--- src/rtl/sa_pkg.sv ---
// Shared definitions for the systolic-array edge stages: default widths and
// a saturating clamp used when narrowing wide intermediate results.
package sa_pkg;

    localparam int SA_DATA_WIDTH = 32;
    localparam int SA_SHIFT_W    = 5;
    localparam int SA_WIDE_W     = 64;

    typedef logic signed [SA_WIDE_W-1:0] sa_wide_t;

    // Clamp v to the signed range of a w-bit integer; caller keeps the low w bits.
    function automatic sa_wide_t sa_saturate(input sa_wide_t v, input int w);
        sa_wide_t hi;
        sa_wide_t lo;
        hi = (sa_wide_t'(1) <<< (w - 1)) - sa_wide_t'(1);
        lo = -hi - sa_wide_t'(1);
        if (v > hi) begin
            return hi;
        end else if (v < lo) begin
            return lo;
        end
        return v;
    endfunction

endpackage

--- src/rtl/sa_col_drain_if.sv ---
// Output handshake of the column drain toward the write-back path.
interface sa_col_drain_if #(
    parameter int OUT_WIDTH = 32
);
    logic                        DR_out_vld;
    logic                        DR_out_rdy;
    logic signed [OUT_WIDTH-1:0] DR_out_data;

    modport master (output DR_out_vld, output DR_out_data, input DR_out_rdy);
    modport slave  (input DR_out_vld, input DR_out_data, output DR_out_rdy);
endinterface

--- src/rtl/sa_drain_fifo.sv ---
// First-word-fall-through FIFO; pointers carry one extra wrap bit so full and
// empty are distinguishable without a separate counter.
module sa_drain_fifo #(
    parameter int DEPTH     = 8,
    parameter int OUT_WIDTH = 32,
    localparam int AW       = $clog2(DEPTH)
) (
    input  logic                 clk,
    input  logic                 srst,
    input  logic                 push,
    input  logic                 pop,
    input  logic [OUT_WIDTH-1:0] din,
    output logic [OUT_WIDTH-1:0] dout,
    output logic                 full,
    output logic                 empty,
    output logic [AW:0]          level
);

    logic [OUT_WIDTH-1:0] mem [DEPTH];
    logic [AW:0] wr_ptr_q, wr_ptr_d;
    logic [AW:0] rd_ptr_q, rd_ptr_d;
    logic        wr_en;
    logic        rd_en;

    assign empty = (wr_ptr_q == rd_ptr_q);
    assign full  = (wr_ptr_q[AW] != rd_ptr_q[AW]) &&
                   (wr_ptr_q[AW-1:0] == rd_ptr_q[AW-1:0]);
    assign level = wr_ptr_q - rd_ptr_q;

    // A pop frees the head slot in the same cycle, so a full FIFO still accepts.
    assign wr_en = push & (~full | pop);
    assign rd_en = pop & ~empty;

    assign dout = empty ? '0 : mem[rd_ptr_q[AW-1:0]];

    always_comb begin
        wr_ptr_d = wr_ptr_q;
        rd_ptr_d = rd_ptr_q;
        if (wr_en) wr_ptr_d = wr_ptr_q + 1'b1;
        if (rd_en) rd_ptr_d = rd_ptr_q + 1'b1;
    end

    always_ff @(posedge clk) begin
        if (wr_en) mem[wr_ptr_q[AW-1:0]] <= din;
    end

    always_ff @(posedge clk) begin
        if (srst) begin
            wr_ptr_q <= '0;
            rd_ptr_q <= '0;
        end else begin
            wr_ptr_q <= wr_ptr_d;
            rd_ptr_q <= rd_ptr_d;
        end
    end

endmodule

--- src/rtl/sa_col_drain.sv ---
// Column result drain: captures bottom-PE results, requantises them, queues
// them in a FWFT FIFO and tracks frame completion, overflow and mode collisions.
module sa_col_drain
    import sa_pkg::*;
#(
    parameter int DATA_WIDTH = SA_DATA_WIDTH,
    parameter int OUT_WIDTH  = 32,
    parameter int DEPTH      = 8,
    parameter int CNT_WIDTH  = 16
) (
    input  logic                         DR_clk,
    input  logic                         DR_rst,
    input  logic                         DR_clr,
    input  logic [SA_SHIFT_W-1:0]        DR_cfg_shift,
    input  logic                         DR_cfg_relu,
    input  logic [CNT_WIDTH-1:0]         DR_cfg_num,
    input  logic                         DR_calc_en,
    input  logic                         DR_store_en,
    input  logic signed [DATA_WIDTH-1:0] DR_data,
    sa_col_drain_if.master               dr_out,
    output logic [$clog2(DEPTH+1)-1:0]   DR_level,
    output logic                         DR_busy,
    output logic                         DR_done,
    output logic                         DR_ovf,
    output logic                         DR_err
);

    logic                 srst;
    logic                 calc_q, calc_d;
    logic                 ovf_q, ovf_d;
    logic                 err_q, err_d;
    logic [CNT_WIDTH-1:0] cnt_q, cnt_d;
    logic [CNT_WIDTH-1:0] cnt_inc;
    logic                 pop;
    logic                 full;
    logic                 empty;
    sa_wide_t             shifted;
    sa_wide_t             clamped;
    logic [OUT_WIDTH-1:0] quant;
    logic                 unused_hi;

    assign srst = DR_rst | DR_clr;

    always_comb begin
        shifted = $signed({{(SA_WIDE_W-DATA_WIDTH){DR_data[DATA_WIDTH-1]}}, DR_data}) >>> DR_cfg_shift;
        if (DR_cfg_relu && (shifted < 0)) shifted = '0;
        clamped = sa_saturate(shifted, OUT_WIDTH);
    end

    assign quant     = clamped[OUT_WIDTH-1:0];
    assign unused_hi = ^clamped[SA_WIDE_W-1:OUT_WIDTH];

    assign dr_out.DR_out_vld = ~empty;
    assign pop               = dr_out.DR_out_vld & dr_out.DR_out_rdy;

    // calc_q marks the cycle in which the bottom PE's registered result is on DR_data.
    sa_drain_fifo #(
        .DEPTH     (DEPTH),
        .OUT_WIDTH (OUT_WIDTH)
    ) u_fifo (
        .clk   (DR_clk),
        .srst  (srst),
        .push  (calc_q),
        .pop   (pop),
        .din   (quant),
        .dout  (dr_out.DR_out_data),
        .full  (full),
        .empty (empty),
        .level (DR_level)
    );

    assign cnt_inc = cnt_q + CNT_WIDTH'(1);

    always_comb begin
        calc_d  = DR_calc_en;
        ovf_d   = ovf_q | (calc_q & full & ~pop);
        err_d   = err_q | (calc_q & DR_store_en);
        cnt_d   = cnt_q;
        DR_done = 1'b0;
        if (pop) begin
            if ((DR_cfg_num != '0) && (cnt_inc == DR_cfg_num)) begin
                cnt_d   = '0;
                DR_done = 1'b1;
            end else begin
                cnt_d = cnt_inc;
            end
        end
    end

    always_ff @(posedge DR_clk) begin
        if (srst) begin
            calc_q <= 1'b0;
            ovf_q  <= 1'b0;
            err_q  <= 1'b0;
            cnt_q  <= '0;
        end else begin
            calc_q <= calc_d;
            ovf_q  <= ovf_d;
            err_q  <= err_d;
            cnt_q  <= cnt_d;
        end
    end

    assign DR_ovf  = ovf_q;
    assign DR_err  = err_q;
    assign DR_busy = calc_q | (DR_level != '0) | (cnt_q != '0);

endmodule

--- src/flat_wrapper.sv ---
// flat-port wrapper written by rule: the top's interface ports become plain ports
module sa_col_drain_flat import sa_pkg::*;
#(
    parameter int DATA_WIDTH = SA_DATA_WIDTH,
    parameter int OUT_WIDTH  = 32,
    parameter int DEPTH      = 8,
    parameter int CNT_WIDTH  = 16
)
  (DR_clk, DR_rst, DR_clr, DR_cfg_shift, DR_cfg_relu, DR_cfg_num, DR_calc_en, DR_store_en, DR_data, DR_level, DR_busy, DR_done, DR_ovf, DR_err, dr_out_DR_out_vld, dr_out_DR_out_data, dr_out_DR_out_rdy);
  sa_col_drain_if #(.OUT_WIDTH(OUT_WIDTH)) dr_out_i ();
  input  logic DR_clk;
  input  logic DR_rst;
  input  logic DR_clr;
  input  logic [SA_SHIFT_W-1:0] DR_cfg_shift;
  input  logic DR_cfg_relu;
  input  logic [CNT_WIDTH-1:0] DR_cfg_num;
  input  logic DR_calc_en;
  input  logic DR_store_en;
  input  logic signed [DATA_WIDTH-1:0] DR_data;
  output logic [$clog2(DEPTH+1)-1:0] DR_level;
  output logic DR_busy;
  output logic DR_done;
  output logic DR_ovf;
  output logic DR_err;
  output wire logic [$bits(dr_out_i.DR_out_vld)-1:0] dr_out_DR_out_vld;
  output wire logic [$bits(dr_out_i.DR_out_data)-1:0] dr_out_DR_out_data;
  input wire logic [$bits(dr_out_i.DR_out_rdy)-1:0] dr_out_DR_out_rdy;
  assign dr_out_DR_out_vld = dr_out_i.DR_out_vld;
  assign dr_out_DR_out_data = dr_out_i.DR_out_data;
  assign dr_out_i.DR_out_rdy = dr_out_DR_out_rdy;
  sa_col_drain #(.DATA_WIDTH(DATA_WIDTH), .OUT_WIDTH(OUT_WIDTH), .DEPTH(DEPTH), .CNT_WIDTH(CNT_WIDTH)) u_core (.DR_clk(DR_clk), .DR_rst(DR_rst), .DR_clr(DR_clr), .DR_cfg_shift(DR_cfg_shift), .DR_cfg_relu(DR_cfg_relu), .DR_cfg_num(DR_cfg_num), .DR_calc_en(DR_calc_en), .DR_store_en(DR_store_en), .DR_data(DR_data), .dr_out(dr_out_i), .DR_level(DR_level), .DR_busy(DR_busy), .DR_done(DR_done), .DR_ovf(DR_ovf), .DR_err(DR_err));
endmodule
--- config.mk ---
export PLATFORM = sky130hd
export DESIGN_NAME = sa_col_drain_flat
export DESIGN_NICKNAME = d
export VERILOG_FILES = /design/src/rtl/sa_pkg.sv /design/src/rtl/sa_col_drain_if.sv /design/src/rtl/sa_drain_fifo.sv /design/src/rtl/sa_col_drain.sv /design/src/flat_wrapper.sv
export SDC_FILE = /design/constraint.sdc
export NUM_CORES = 1
export LEC_CHECK = 0
export ABC_AREA = 1
export BUFFER_PORTS_ARGS = -buffer_cell sky130_fd_sc_hd__buf_2
export CORE_MARGIN = 2
export CORE_UTILIZATION = 50
export CTS_CLUSTER_DIAMETER = 150
export DETAILED_ROUTE_END_ITERATION = 16
export PLACE_DENSITY = 0.69
export SYNTH_ARGS = -nofsm -noshare
export SYNTH_HDL_FRONTEND = slang
export SYNTH_SLANG_ARGS = --single-unit
--- constraint.sdc ---
create_clock -name DR_clk -period 4.25 [get_ports DR_clk]
set_input_delay 0.425 -clock DR_clk [delete_from_list [all_inputs] [get_ports DR_clk]]
set_output_delay 0.425 -clock DR_clk [all_outputs]
set_load 0.01 [all_outputs]
; ---- Word level (Yosys, flattened, before mapping)
; Memory sizes are Yosys's and may differ from the RTL's. A register that Yosys moved wholly into a read port is not among the register bits.
; Index checks and enable logic that the tools add are counted.
[word_totals]
register_bits = 27
mem_bits_rw = 256
inputBits = 60
output_inout_bits = 41
wordCells = 54
n_memories = 1
[mem_list]
columns = memory, depth, word_bits, rd, rd_clocked_by_memory_dff, write_ports, line
row1 = u_core.u_fifo.mem, 8, 32, 1, 1, 1, sa_drain_fifo.sv:19  ; logic [OUT_WIDTH-1:0] mem [DEPTH];
[classes]
n_addsub = 4
magnitude_cmp = 3
n_eq_ne = 4
n_shift = 1
n_mux = 14
bitwise_logic = 15
n_reduce_logical = 6
[op_table]
columns = operator, n
row1 = $mux W32, 4
row2 = $gt A64 B32 Y1 const B, 1
row3 = $lt A64 B1 Y1 const B, 1
row4 = $lt A64 B32 Y1 const B, 1
row5 = $mux W64, 1
row6 = $sshr A32 B5 Y64, 1
row7 = $reduce_bool A16 Y1, 2
row8 = $add A16 B1 Y16 const B, 1
row9 = $eq A16 B16 Y1, 1
row10 = $mux W16, 1
row11 = $add A4 B1 Y4 const B, 2
row12 = $and A1 B1 Y1, 6
row13 = $mux W1, 6
row14 = $mux W3, 2
row15 = $or A1 B1 Y1, 6
row16 = $eq A4 B4 Y1, 1
row17 = $reduce_bool A4 Y1, 1
row18 = $sub A4 B4 Y4, 1
row19 = $eq A3 B3 Y1, 1
row20 = $logic_and A1 B1 Y1, 3
row21 = $not A1 Y1, 3
row22 = $ne A1 B1 Y1, 1

; ---- Logic depth before layout (Yosys ltp)
; Gate-level depths: netlist of run 1.
[depth]
depth_word = 8
ltp_mapped = 14

; ---- Modules after synthesis
; A second synthesis of run 1 with hierarchy kept.
[unflattened]
hier_cells = 1721
area_unflattened_um2 = 14528.9
[modules_own_cells]
columns = mod, instances, cells_each, area_per_inst_um2, seq_area_each_um2
row1 = sa_drain_fifo, 1, 1080, 11257.0, 7907.6
row2 = sa_col_drain, 1, 641, 3271.9, 380.4

; ---- Worst setup path after synthesis of run 1
; OpenSTA, ideal clock, no wires.
[synth_path]
path_kind = reg-to-reg
from = register u_core.u_fifo.wr_ptr_q[0]
to = memory u_core.u_fifo.mem[6][0] (enable)
t_arrival_ns = 3.725
required_ns = 3.789
slack_ns = 0.064
path_stages_with_launch = 12
synth_period_minus_slack_ns = 4.186
path_cell_list = dfxtp_1 inv_1 ha_1 inv_1 nor3_1 nand2_1 nand2_1 nand3_1 nand2_1 inv_1 nand2_1 nor3_1
[synth_via]
elab_chain_cells = 7
word_cells_on_any_way = 10
classes_between = 2 x eq/ne / 2 x mux / 5 x bitwise / 1 x reduce/logical
[synth_lines]
columns = element, line
row1 = "start, declared", sa_drain_fifo.sv:20  ; logic [AW:0] wr_ptr_q, wr_ptr_d;
row2 = "start signal, assigned", sa_drain_fifo.sv:52  ; wr_ptr_q <= wr_ptr_d;
row3 = $eq A4 B4 Y1 or $eq A3 B3 Y1 (tied branches), "sa_drain_fifo.sv:25, sa_drain_fifo.sv:27"
row4 = $not A1 Y1 or $logic_and A1 B1 Y1 (tied branches), "sa_col_drain.sv:53, sa_drain_fifo.sv:26"
row5 = $and A1 B1 Y1 or $not A1 Y1 (tied branches), "sa_col_drain.sv:54, sa_drain_fifo.sv:31"
row6 = $or A1 B1 Y1, sa_drain_fifo.sv:31  ; assign wr_en = push & (~full | pop);
row7 = $and A1 B1 Y1, sa_drain_fifo.sv:31
row8 = $mux W1, sa_drain_fifo.sv:44  ; if (wr_en) mem[wr_ptr_q[AW-1:0]] <= din;
row9 = $mux W1 (implied by the code), sa_drain_fifo.sv:44
row10 = "end, declared", sa_drain_fifo.sv:19
; Parallel ways exist; a longest one is shown, timed or not.

==> reports/qor.txt, run 1 <==
Run status - finished, final reports clean
Port-buffer cells - 100
DR vias - 10800
Max_slew headroom - 39.3%
CTS tree - built
Worst Path Buf+Inv - 3
Setup WS pre-CTS - 1.07 ns
Critical path class - reg2out
CP arrival - 3.13 ns
Initial Util - 51.0%
DRT antenna net count - 0
Synthesized area - 0.0137 mm²
Final estimated routing congestion in global placement - 0.930
Seq/Total Area, Yosys - 60.3%
Largest net degree at the start of global routing - 65
Global-route usage over all layers - 23.5%
Post-DP Area - 0.0145 mm²
CTS Buf Count - 28
CP top delay family - buffers and inverters
Core box area - 0.0270 mm²
Setup slack after layout - 0.697 ns
Post-synthesis mux area share - 0.583%
Detailed Place HPWL - 20700 µm
Post-route DRC - 0
Max Root-Sink Buffers - 3
Worst-case clock skew - 0.0103 ns
Crit path cell chain - clkinv_2 > buf_4 > o21ai_0 > o22ai_1 > o21ai_0 > a31oi_1 > buf_2
Synth Warn # - 0
Rows - 60
Worst-Margin Slew - 0.909 ns
Hold buffers post-CTS - 0
Syn_nets - 1521
Cells after synthesis - 1453
Distinct cells, synth - 41
Initial antenna violation count - 0
Largest family of logic cells by synthesized area - simple AND/OR/NAND/NOR gates
Synth async-reset ratio - 0%
CP Data Required Time - 3.83 ns
Average wire per standard cell - 18.4 µm
Area growth from synthesis to layout - 12.8%
Root buffer cell - clkbuf_16
H-tree depth - 1
Cells on worst reg2reg path - 12
Die area - 0.0288 mm²
Slowest-stage cell, CP - dfxtp_4
Most common cell on crit path - o21ai_0
FMAX - 0.281 GHz
Worst min-delay path category - in2reg
Simple logic cell fraction of the synthesized area - 18.2%
First-pass GRT wire length - 53400 µm
Count of clock tree sinks - 286
Final cycle utilization of the critical path - 83.6%
Max Cap Viol - 0
Crit start category - flip-flop
Final WL - 34500 µm
First drt pass iteration count - 5
Clk slew on worst S/H paths - 0.07 ns
Pwr Total - 6.23 mW
DR iter-0 viols - 1060
Share of cells above drive strength 1 - 12.9%
Final critical path time including I/O delays and setup - 3.55 ns
Via/cell ratio - 5.77
Synth Register Bits - 286
TNS Setup - 0 ns
Max VDD drop - 0.000278 V
DIE HEIGHT - 170 µm
# Post-CTS Setup Buffers - 0
Syn avg cell area - 9.45 µm²
Adder-Cell Fraction of Synth Area - 0.783%
Top_reg_cell synth - edfxtp_1
WP depth - 7
I/O pins - 101
Hold Path Depth - 3
Cts repair resizes - 0
Die X - 170 µm
Fin area - 0.0155 mm²
Inserted Diodes - 0
P_leak - 5.76 nW
Max-slew violations - 0
Largest fanout on the critical path - 51
CP Capture Type - primary output
Vias in the first global route - 9921
Xor and xnor fraction of the mapped netlist area - 0.902%
Hold Violations, Final - 0
Max incr delay on CP - 0.72 ns
Post-synth EDFFs - 256
PwrDens - 402 mW/mm²
Nets - 1581
Post-route core utilization - 57.5%
Compound-gate portion of the synthesized area - 14.6%
Grt ovf - 0
Setup-failing EPs final - 0
Clock latency on the worst-skew pair - 0.54 ns
RSZ-0062 raised after global routing - false
[worst min-delay path, cell delays in order]
cell,delay [ns]
buf_2,0.09
inv_1,0.04
nor2_1,0.03
[metrics by stage]
| stage | cells | hold slack [ns] |
|---|---|---|
| 2_1_floorplan | 1453 | 0.441 |
| 3_3_place_gp | 1824 | 0.445 |
| 3_5_place_dp | 1824 | 0.449 |
| 4_1_cts | 1875 | 0.0772 |
| 5_1_grt | 1875 | 0.106 |
| 6_report | 1875 | 0.0918 |
[registers in the layout, summed over array words and instances (netlist names), named ones only]
| register | cells |
|---|---|
| u_core.u_fifo.rd_ptr_q | 4 |
| u_core.calc_q | 1 |
| u_core.u_fifo.wr_ptr_q | 4 |
| u_core.DR_ovf | 1 |
| u_core.u_fifo.mem | 256 |
| u_core.DR_err | 1 |
| u_core.cnt_q | 16 |
[metal layers]
layer,track usage (%),up-vias,part of all wire [%]
met2,38.6,328,48
met3,2.68,45,5.2
li1,-,5217,-
met4,5.57,0,1.6
met5,0,-,0
met1,33.7,5226,46
[power by group]
part / internal [mW] / switching [mW] / leakage (nW)
clock: 1.56 / 1.05 / 0.484
combinational: 0.140 / 0.351 / 2.70
sequential: 3.12 / 0.00834 / 2.57
total: 4.82 / 1.40 / 5.76
[final cells by class]
type	instances	area, µm²
Inverter	70	264
Sequential cell	286	8290
Timing Repair Buffer	118	648
Fill cell	2333	11500
Clock buffer	35	790
Clock inverter	16	190
Tap cell	341	427
Multi-Input combinational cell	1009	4880
[cell usage after synthesis (3+ instances only)]
cell / count / area share (%)
inv_1: 65 / 1.8
o21ai_1: 3 / 0.11
nor2_2: 5 / 0.23
buf_4: 3 / 0.16
dfxtp_1: 30 / 4.4
a31oi_1: 36 / 1.6
nand4_1: 14 / 0.64
o22ai_1: 32 / 1.5
or2_2: 4 / 0.18
edfxtp_1: 256 / 56
nand3_1: 71 / 2.6
clkbuf_1: 58 / 1.6
nor4_1: 3 / 0.14
nand2_1: 239 / 6.5
buf_2: 15 / 0.55
inv_2: 3 / 0.082
nor3_1: 3 / 0.11
nor2_1: 250 / 6.8
nor2_4: 4 / 0.33
xnor2_1: 3 / 0.19
xor2_1: 6 / 0.38
ha_1: 7 / 0.64
a21oi_1: 55 / 2.0
o21ai_0: 238 / 8.7
o211ai_1: 9 / 0.49
nand2_2: 3 / 0.14
mux2i_1: 8 / 0.58
buf_1: 12 / 0.33
[layout by cell type, fill, tap and decap left out, drive strengths merged, types with 2 or more instances in the layout]
cell | Yosys | routed
a31oi | 36 | 36
bufinv | 0 | 4
nand4 | 14 | 14
buf | 30 | 118
or2 | 6 | 6
nand3b | 2 | 2
nand2 | 244 | 244
nor3 | 3 | 3
clkbuf | 58 | 35
clkinv | 2 | 10
nand3 | 72 | 72
o211ai | 9 | 9
xnor2 | 3 | 3
mux2i | 8 | 8
a21oi | 55 | 55
edfxtp | 256 | 256
nor2 | 259 | 259
o21ai | 241 | 241
nor4 | 3 | 3
xnor3 | 2 | 2
dfxtp | 30 | 30
inv | 68 | 72
ha | 7 | 7
xor2 | 6 | 6
o22ai | 32 | 32
[logic make-up after synthesis]
family          after synthesis
compound gates              377
xor+xnor                     11
fa+ha+maj                     8
buf+inv                     158
flops                       286
mux                           8
simple gates                605
[worst paths after layout]
path	startpoint	endpoint	slack, ns
max	flip-flop	dr_out_DR_out_data[5]	0.70
min	DR_calc_en	u_core.calc_q$_SDFF_PP0_	0.09
max reg2reg	u_core.u_fifo.rd_ptr_q[1]$_SDFFE_PP0P_	u_core.u_fifo.mem[6][12]$_DFFE_PP_	1.45
min reg2reg	u_core.DR_ovf$_SDFF_PP0_	u_core.DR_ovf$_SDFF_PP0_	0.46
Power figures use the tool's default switching activity.
==> run 2, diff against run 1 <==
==> constraint.sdc (replaced) <==
create_clock -name DR_clk -period 2.9 [get_ports DR_clk]
set_input_delay 0.29 -clock DR_clk [delete_from_list [all_inputs] [get_ports DR_clk]]
set_output_delay 0.29 -clock DR_clk [all_outputs]
set_load 0.01 [all_outputs]
==> run 2 against run 1 <==
Against the previous run:
- via count is 1.1% higher
- setup slack worse by 0.63 ns
- critical path depth is 2 higher
- utilization is 1.6 points higher
- first-iteration DRC count is 10% lower
- largest cell class unchanged
- clock skew is 0.0024 ns lower
- critical endpoint is now dr_out_DR_out_data[29]
- clock-buffer cell count stayed put
- hold slack worse by 0.054 ns
==> reports/qor.txt, run 2 (same netlist as run 1, synthesis figures left out) <==
Die X - 170 µm
Initial antenna violation count - 1
Crit start category - flip-flop
Max-slew violations - 0
Worst-Margin Slew - 1.21 ns
Detailed Place HPWL - 21200 µm
FMAX - 0.353 GHz
P_leak - 5.96 nW
Average wire per standard cell - 18.0 µm
Nets - 1626
Inserted Diodes - 0
Reg area - 0.00830 mm²
First-pass GRT wire length - 53600 µm
Critical path class - reg2out
Largest fanout on the critical path - 33
DRT antenna net count - 0
Max reg flops - 256
Slowest-stage cell, CP - dfxtp_2
Share of cells above drive strength 1 - 16.5%
Crit path cell chain - inv_2 > ha_2 > inv_1 > nor3_2 > nand2_1 > buf_6 > o21ai_0 > a31oi_2 > buf_2
Final critical path time including I/O delays and setup - 2.83 ns
CTS Buf Count - 29
Max incr delay on CP - 0.34 ns
Via/cell ratio - 5.70
CP Capture Type - primary output
CTS tree - built
Post-route core utilization - 59.1%
Root buffer cell - clkbuf_16
H-tree depth - 1
Commonest non-fill, non-tap cell in the layout - edfxtp_1
CP top delay family - buffers and inverters
Worst Path Buf+Inv - 4
Count of clock tree sinks - 286
First drt pass iteration count - 5
Fill count - 2273
Global-route usage over all layers - 23.6%
Setup slack after layout - 0.0692 ns
Run status - finished, final reports clean
Hold Violations, Final - 0
Worst-case clock skew - 0.00789 ns
I/O pins - 101
RSZ-0062 raised after global routing - true
Max_slew headroom - 19.4%
CP Data Required Time - 2.61 ns
Grt ovf - 0
Final cycle utilization of the critical path - 97.6%
Die area - 0.0288 mm²
Vias in the first global route - 10300
TNS Setup - 0 ns
Commonest cells after routing, fill and taps aside - 256 x edfxtp_1, 241 x nor2_1, 238 x o21ai_0
Final WL - 34600 µm
Clk slew on worst S/H paths - 0.06 ns
Clock latency on the worst-skew pair - 0.54 ns
Post-route DRC - 0
Rows - 60
Max Cap Viol - 0
Max Root-Sink Buffers - 3
Max VDD drop - 0.000459 V
DR vias - 10900
DR iter-0 viols - 953
CP arrival - 2.54 ns
PwrDens - 569 mW/mm²
Setup-failing EPs final - 0
Final estimated routing congestion in global placement - 0.963
Setup WS pre-CTS - -0.0608 ns
Initial Util - 51.0%
DIE HEIGHT - 170 µm
Core box area - 0.0270 mm²
Largest net degree at the start of global routing - 129
Area of the multi-input gates - 0.00500 mm²
Port-buffer cells - 100
Area growth from synthesis to layout - 16.0%
Worst min-delay path category - in2reg
run 2: final cells by class:
| type | count | share of cell area (%) |
|---|---|---|
| tap | 341 | 2.68 |
| multi-input combinational | 1012 | 31.4 |
| timing repair buffer | 159 | 6.30 |
| clock inverter | 15 | 1.16 |
| sequential | 286 | 52.1 |
| inverter | 70 | 1.68 |
| clock buffer | 35 | 4.70 |
run 2: through the flow:
| step | hold WS, ns | cells | instance area (µm²) | total power, mW |
|---|---|---|---|---|
| final | 0.0376 | 1918 | 15900 | 9.06 |
| after global routing | 0.100 | 1918 | 15900 | 9.34 |
| after CTS | 0.0236 | 1906 | 15800 | 9.08 |
| after detailed placement | 0.450 | 1854 | 14800 | 5.43 |
| after global placement | 0.456 | 1854 | 14800 | 5.42 |
| after floorplan | 0.402 | 1453 | 13700 | 5.13 |
run 2: path summary, 6_finish.rpt:
check,cells after the start,startpoint,slack [ns],to
setup / recovery,9,u_core.u_fifo.wr_ptr_q[0]$_SDFFE_PP0P_,0.07,dr_out_DR_out_data[29]
hold reg to reg,2,u_core.DR_err$_SDFF_PP0_,0.47,u_core.DR_err$_SDFF_PP0_
setup reg to reg,11,u_core.u_fifo.wr_ptr_q[0]$_SDFFE_PP0P_,0.11,u_core.u_fifo.mem[4][1]$_DFFE_PP_
hold / removal,5,DR_store_en,0.04,u_core.DR_err$_SDFF_PP0_
run 2: worst reg2reg max path, cell delays in order (launching register included):
cell     delay [ns]
dfxtp_2        0.34
inv_2          0.10
ha_2           0.28
inv_1          0.11
nor3_2         0.07
nand2_1        0.11
nand2_1        0.08
nand3_1        0.12
nand2_2        0.09
inv_2          0.09
nand2_4        0.09
nor2_4         0.92
run 2: layer usage:
metal	vias to the layer above	wire length, µm	global-route usage, %
met3	46	2740	4.06
met5	-	7	0
met4	2	575	5.83
met1	5202	15000	32.4
met2	376	16200	39.1
li1	5313	-	-
run 2: timing repair:
action / 4_1_cts / 5_1_grt
endpoints found under the setup margin: 123 / 177
hold buffers: 1 / 0
buffers inserted: 0 / 10
gates cloned: 1 / 2
pin swaps: 2 / 8
resized for setup: 10 / 19
endpoints found under the hold margin: 1 / 0
run 2: where the power goes:
part / internal [mW] / switching [mW]
clock: 2.18 / 1.50
combinational: 0.254 / 0.534
sequential: 4.57 / 0.00913
total: 7.01 / 2.04
==> run 3, diff against run 2 <==
--- a/config.mk
+++ b/config.mk
@@ -5,13 +5,13 @@
 export SDC_FILE = /design/constraint.sdc
 export NUM_CORES = 1
 export LEC_CHECK = 0
-export ABC_AREA = 1
-export BUFFER_PORTS_ARGS = -buffer_cell sky130_fd_sc_hd__buf_2
 export CORE_MARGIN = 2
 export CORE_UTILIZATION = 50
 export CTS_CLUSTER_DIAMETER = 150
 export DETAILED_ROUTE_END_ITERATION = 16
-export PLACE_DENSITY = 0.69
+export DONT_BUFFER_PORTS = 1
+export PLACE_DENSITY = 0.66
 export SYNTH_ARGS = -nofsm -noshare
 export SYNTH_HDL_FRONTEND = slang
 export SYNTH_SLANG_ARGS = --single-unit
+export TNS_END_PERCENT = 100
==> run 3 against run 2 <==
Against the previous run:
- first-iteration DRC count shrank 31%
- final area shrank 5.1%
- area after synthesis shrank 1.2%
- combinational power shrank 30%
- flip-flop and latch count is the same
- critical endpoint is now DR_done
- largest cell class unchanged
- largest power group unchanged
==> reports/qor.txt, run 3 <==
Run status - finished, final reports clean
Post-route DRC - 0
Nets - 970
DR vias - 7663
Final cycle utilization of the critical path - 95.5%
Average wire per standard cell - 22.4 µm
Hold Violations, Final - 0
Commonest cells in the netlist - 256 x edfxtp_1, 89 x nor2_1, 88 x mux4_2
Vias in the first global route - 7633
Post-DP Area - 0.0141 mm²
Internal Power - 6.87 mW
Post-synth top area share - 56.6%
Largest fanout on the critical path - 7
Synth Warn # - 0
Initial Util - 50.6%
Seq pwr share - 52.9%
Distinct cells, synth - 61
Critical path class - reg2out
P_leak - 4.75 nW
Crit start category - flip-flop
Top_reg_cell synth - edfxtp_1
Commonest non-fill, non-tap cell in the layout - edfxtp_1
CP Capture Type - primary output
CTS Buf Count - 28
Final critical path time including I/O delays and setup - 2.77 ns
PwrDens - 573 mW/mm²
Count of clock tree sinks - 286
Area of the multi-input gates - 0.00505 mm²
R2R Path End - u_core.cnt_q[15]$_SDFFE_PP0P_
Most frequent cell after synthesis - edfxtp_1
Synth Register Bits - 286
Synthesized area - 0.0136 mm²
Synth area leaders - edfxtp_1 57%, mux4_2 15%, dfxtp_1 4.4%
Max VDD drop - 0.000453 V
Worst-Margin Slew - 1.10 ns
Post-synth EDFFs - 256
Port-buffer cells - 0
Max_slew headroom - 26.6%
Initial antenna violation count - 0
Core box area - 0.0268 mm²
Global-route usage over all layers - 20.1%
First-pass GRT wire length - 44300 µm
Power share of the clock group - 40.7%
Hold Path End - u_core.DR_ovf$_SDFF_PP0_
Largest area contributor in the netlist - edfxtp_1
Sw Share - 20.7%
Max-slew violations - 0
CP arrival - 2.48 ns
Cells on worst reg2reg path - 8
DRT antenna net count - 0
Clk slew on worst S/H paths - 0.06 ns
Flop2flop setup slack - 0.29 ns
Die X - 169 µm
Pwr Total - 8.67 mW
H-tree depth - 1
Final WL - 28400 µm
Largest net degree at the start of global routing - 49
Root buffer cell - clkbuf_16
Cells after synthesis - 905
Area growth from synthesis to layout - 11.4%
DIE HEIGHT - 169 µm
Inserted Diodes - 0
Max reg flops - 256
FMAX - 0.361 GHz
Synth async-reset ratio - 0%
I/O pins - 101
Final estimated routing congestion in global placement - 0.833
CTS tree - built
RR Startpoint - u_core.cnt_q[6]$_SDFFE_PP0P_
First drt pass iteration count - 5
Syn_nets - 973
CP Data Required Time - 2.61 ns
Reg area - 0.00830 mm²
Rows - 60
Via/cell ratio - 6.06
Detailed Place HPWL - 18400 µm
Clock latency on the worst-skew pair - 0.53 ns
Setup-failing EPs final - 0
Logic gate share of total power - 6.4%
Commonest cells after routing, fill and taps aside - 256 x edfxtp_1, 88 x mux4_2, 83 x nor2_1
Fin area - 0.0151 mm²
Grt ovf - 0
Hold Path Depth - 3
Worst min-delay path category - in2reg
Share of cells above drive strength 1 - 24.4%
Max Root-Sink Buffers - 3
Die area - 0.0285 mm²
Worst-case clock skew - 0.0201 ns
Max Cap Viol - 0
Syn avg cell area - 15.0 µm²
Fill count - 2064
Seq/Total Area, Yosys - 61.1%
Worst hold start - dr_out_DR_out_rdy
DR iter-0 viols - 655
Psw - 1.79 mW
[run 3: area by class of cell]
class	count	share of cell area, %
Sequential cell	286	54.9
Inverter	19	0.472
Timing Repair Buffer	30	2.35
Multi-Input combinational cell	537	33.4
Tap cell	341	2.82
Clock buffer	32	4.87
Clock inverter	19	1.13
[run 3: what timing repair did]
action	CTS	global route
resized for setup	3	12
hold buffers	2	0
setup buffers	1	2
hold endpoints to repair	2	0
pin swaps	2	3
setup endpoints to repair	1	21
[run 3: worst max path at each step]
stage | from | endpoint | slack (ns) | depth (start not counted)
global placement | u_core.cnt_q[0]$_SDFFE_PP0P_ | u_core.cnt_q[15]$_SDFFE_PP0P_ | 0.28 | 8
finish | u_core.cnt_q[6]$_SDFFE_PP0P_ | DR_done | 0.13 | 7
CTS | u_core.u_fifo.wr_ptr_q[2]$_SDFFE_PP0P_ | DR_done | 0.03 | 5
detailed placement | u_core.cnt_q[0]$_SDFFE_PP0P_ | u_core.cnt_q[15]$_SDFFE_PP0P_ | 0.19 | 8
global route | u_core.cnt_q[6]$_SDFFE_PP0P_ | DR_done | -0.05 | 7
floorplan | u_core.u_fifo.wr_ptr_q[2]$_SDFFE_PP0P_ | u_core.u_fifo.mem[3][0]$_DFFE_PP_ | -0.23 | 6
[run 3: power by group through the flow]
stage,Sequential [mW],Combinational (mW),Clock (mW)
floorplan,4.67,0.431,0
global placement,4.67,0.541,0
detailed placement,4.67,0.550,0
CTS,4.58,0.556,3.60
global route,4.58,0.609,3.78
finish,4.58,0.555,3.53
[run 3: cell families after synthesis]
| group | share of synthesized area [%] |
|---|---|
| AND/OR/NAND/NOR | 8.65 |
| multiplexers | 20.0 |
| buffers and inverters | 2.49 |
| flip-flops | 61.1 |
| XOR/XNOR | 2.39 |
| AO/OA/AOI/OAI | 4.57 |
| adder cells (fa/ha/maj) | 0.793 |
[run 3: through the flow]
| stage | setup slack, ns | hold WS [ns] | TNS (ns) | cells | utilization (%) |
|---|---|---|---|---|---|
| finish | 0.129 | 0.0546 | 0 | 1264 | 56.4 |
| global route | -0.0548 | 0.0737 | -0.0548 | 1264 | 56.4 |
| CTS | 0.0322 | 0.0213 | 0 | 1262 | 56.2 |
| detailed placement | 0.187 | 0.448 | 0 | 1208 | 52.7 |
| global placement | 0.278 | 0.439 | 0 | 1208 | 52.7 |
| floorplan | -0.232 | 0.412 | -43.06 | 905 | - |
[run 3: critical path, stage by stage, from the launching register on]
cell      delay, ns
dfxtp_1        0.47
nand4_1        0.27
buf_4          0.21
nor2_1         0.18
xnor2_1        0.13
a211oi_2       0.22
nand4_1        0.16
nor4_4         0.31
[run 3: per-layer routing]
layer  track usage (%)  part of all wire [%]  up-vias  wire (µm)
met3              3.16                   6.2       32       1760
met1              30.1                    45     3891      12800
met4              3.67                   1.1        0        322
li1                  -                     -     3516          -
met2              32.0                    48      224      13500
met5                 0                     0        -          0
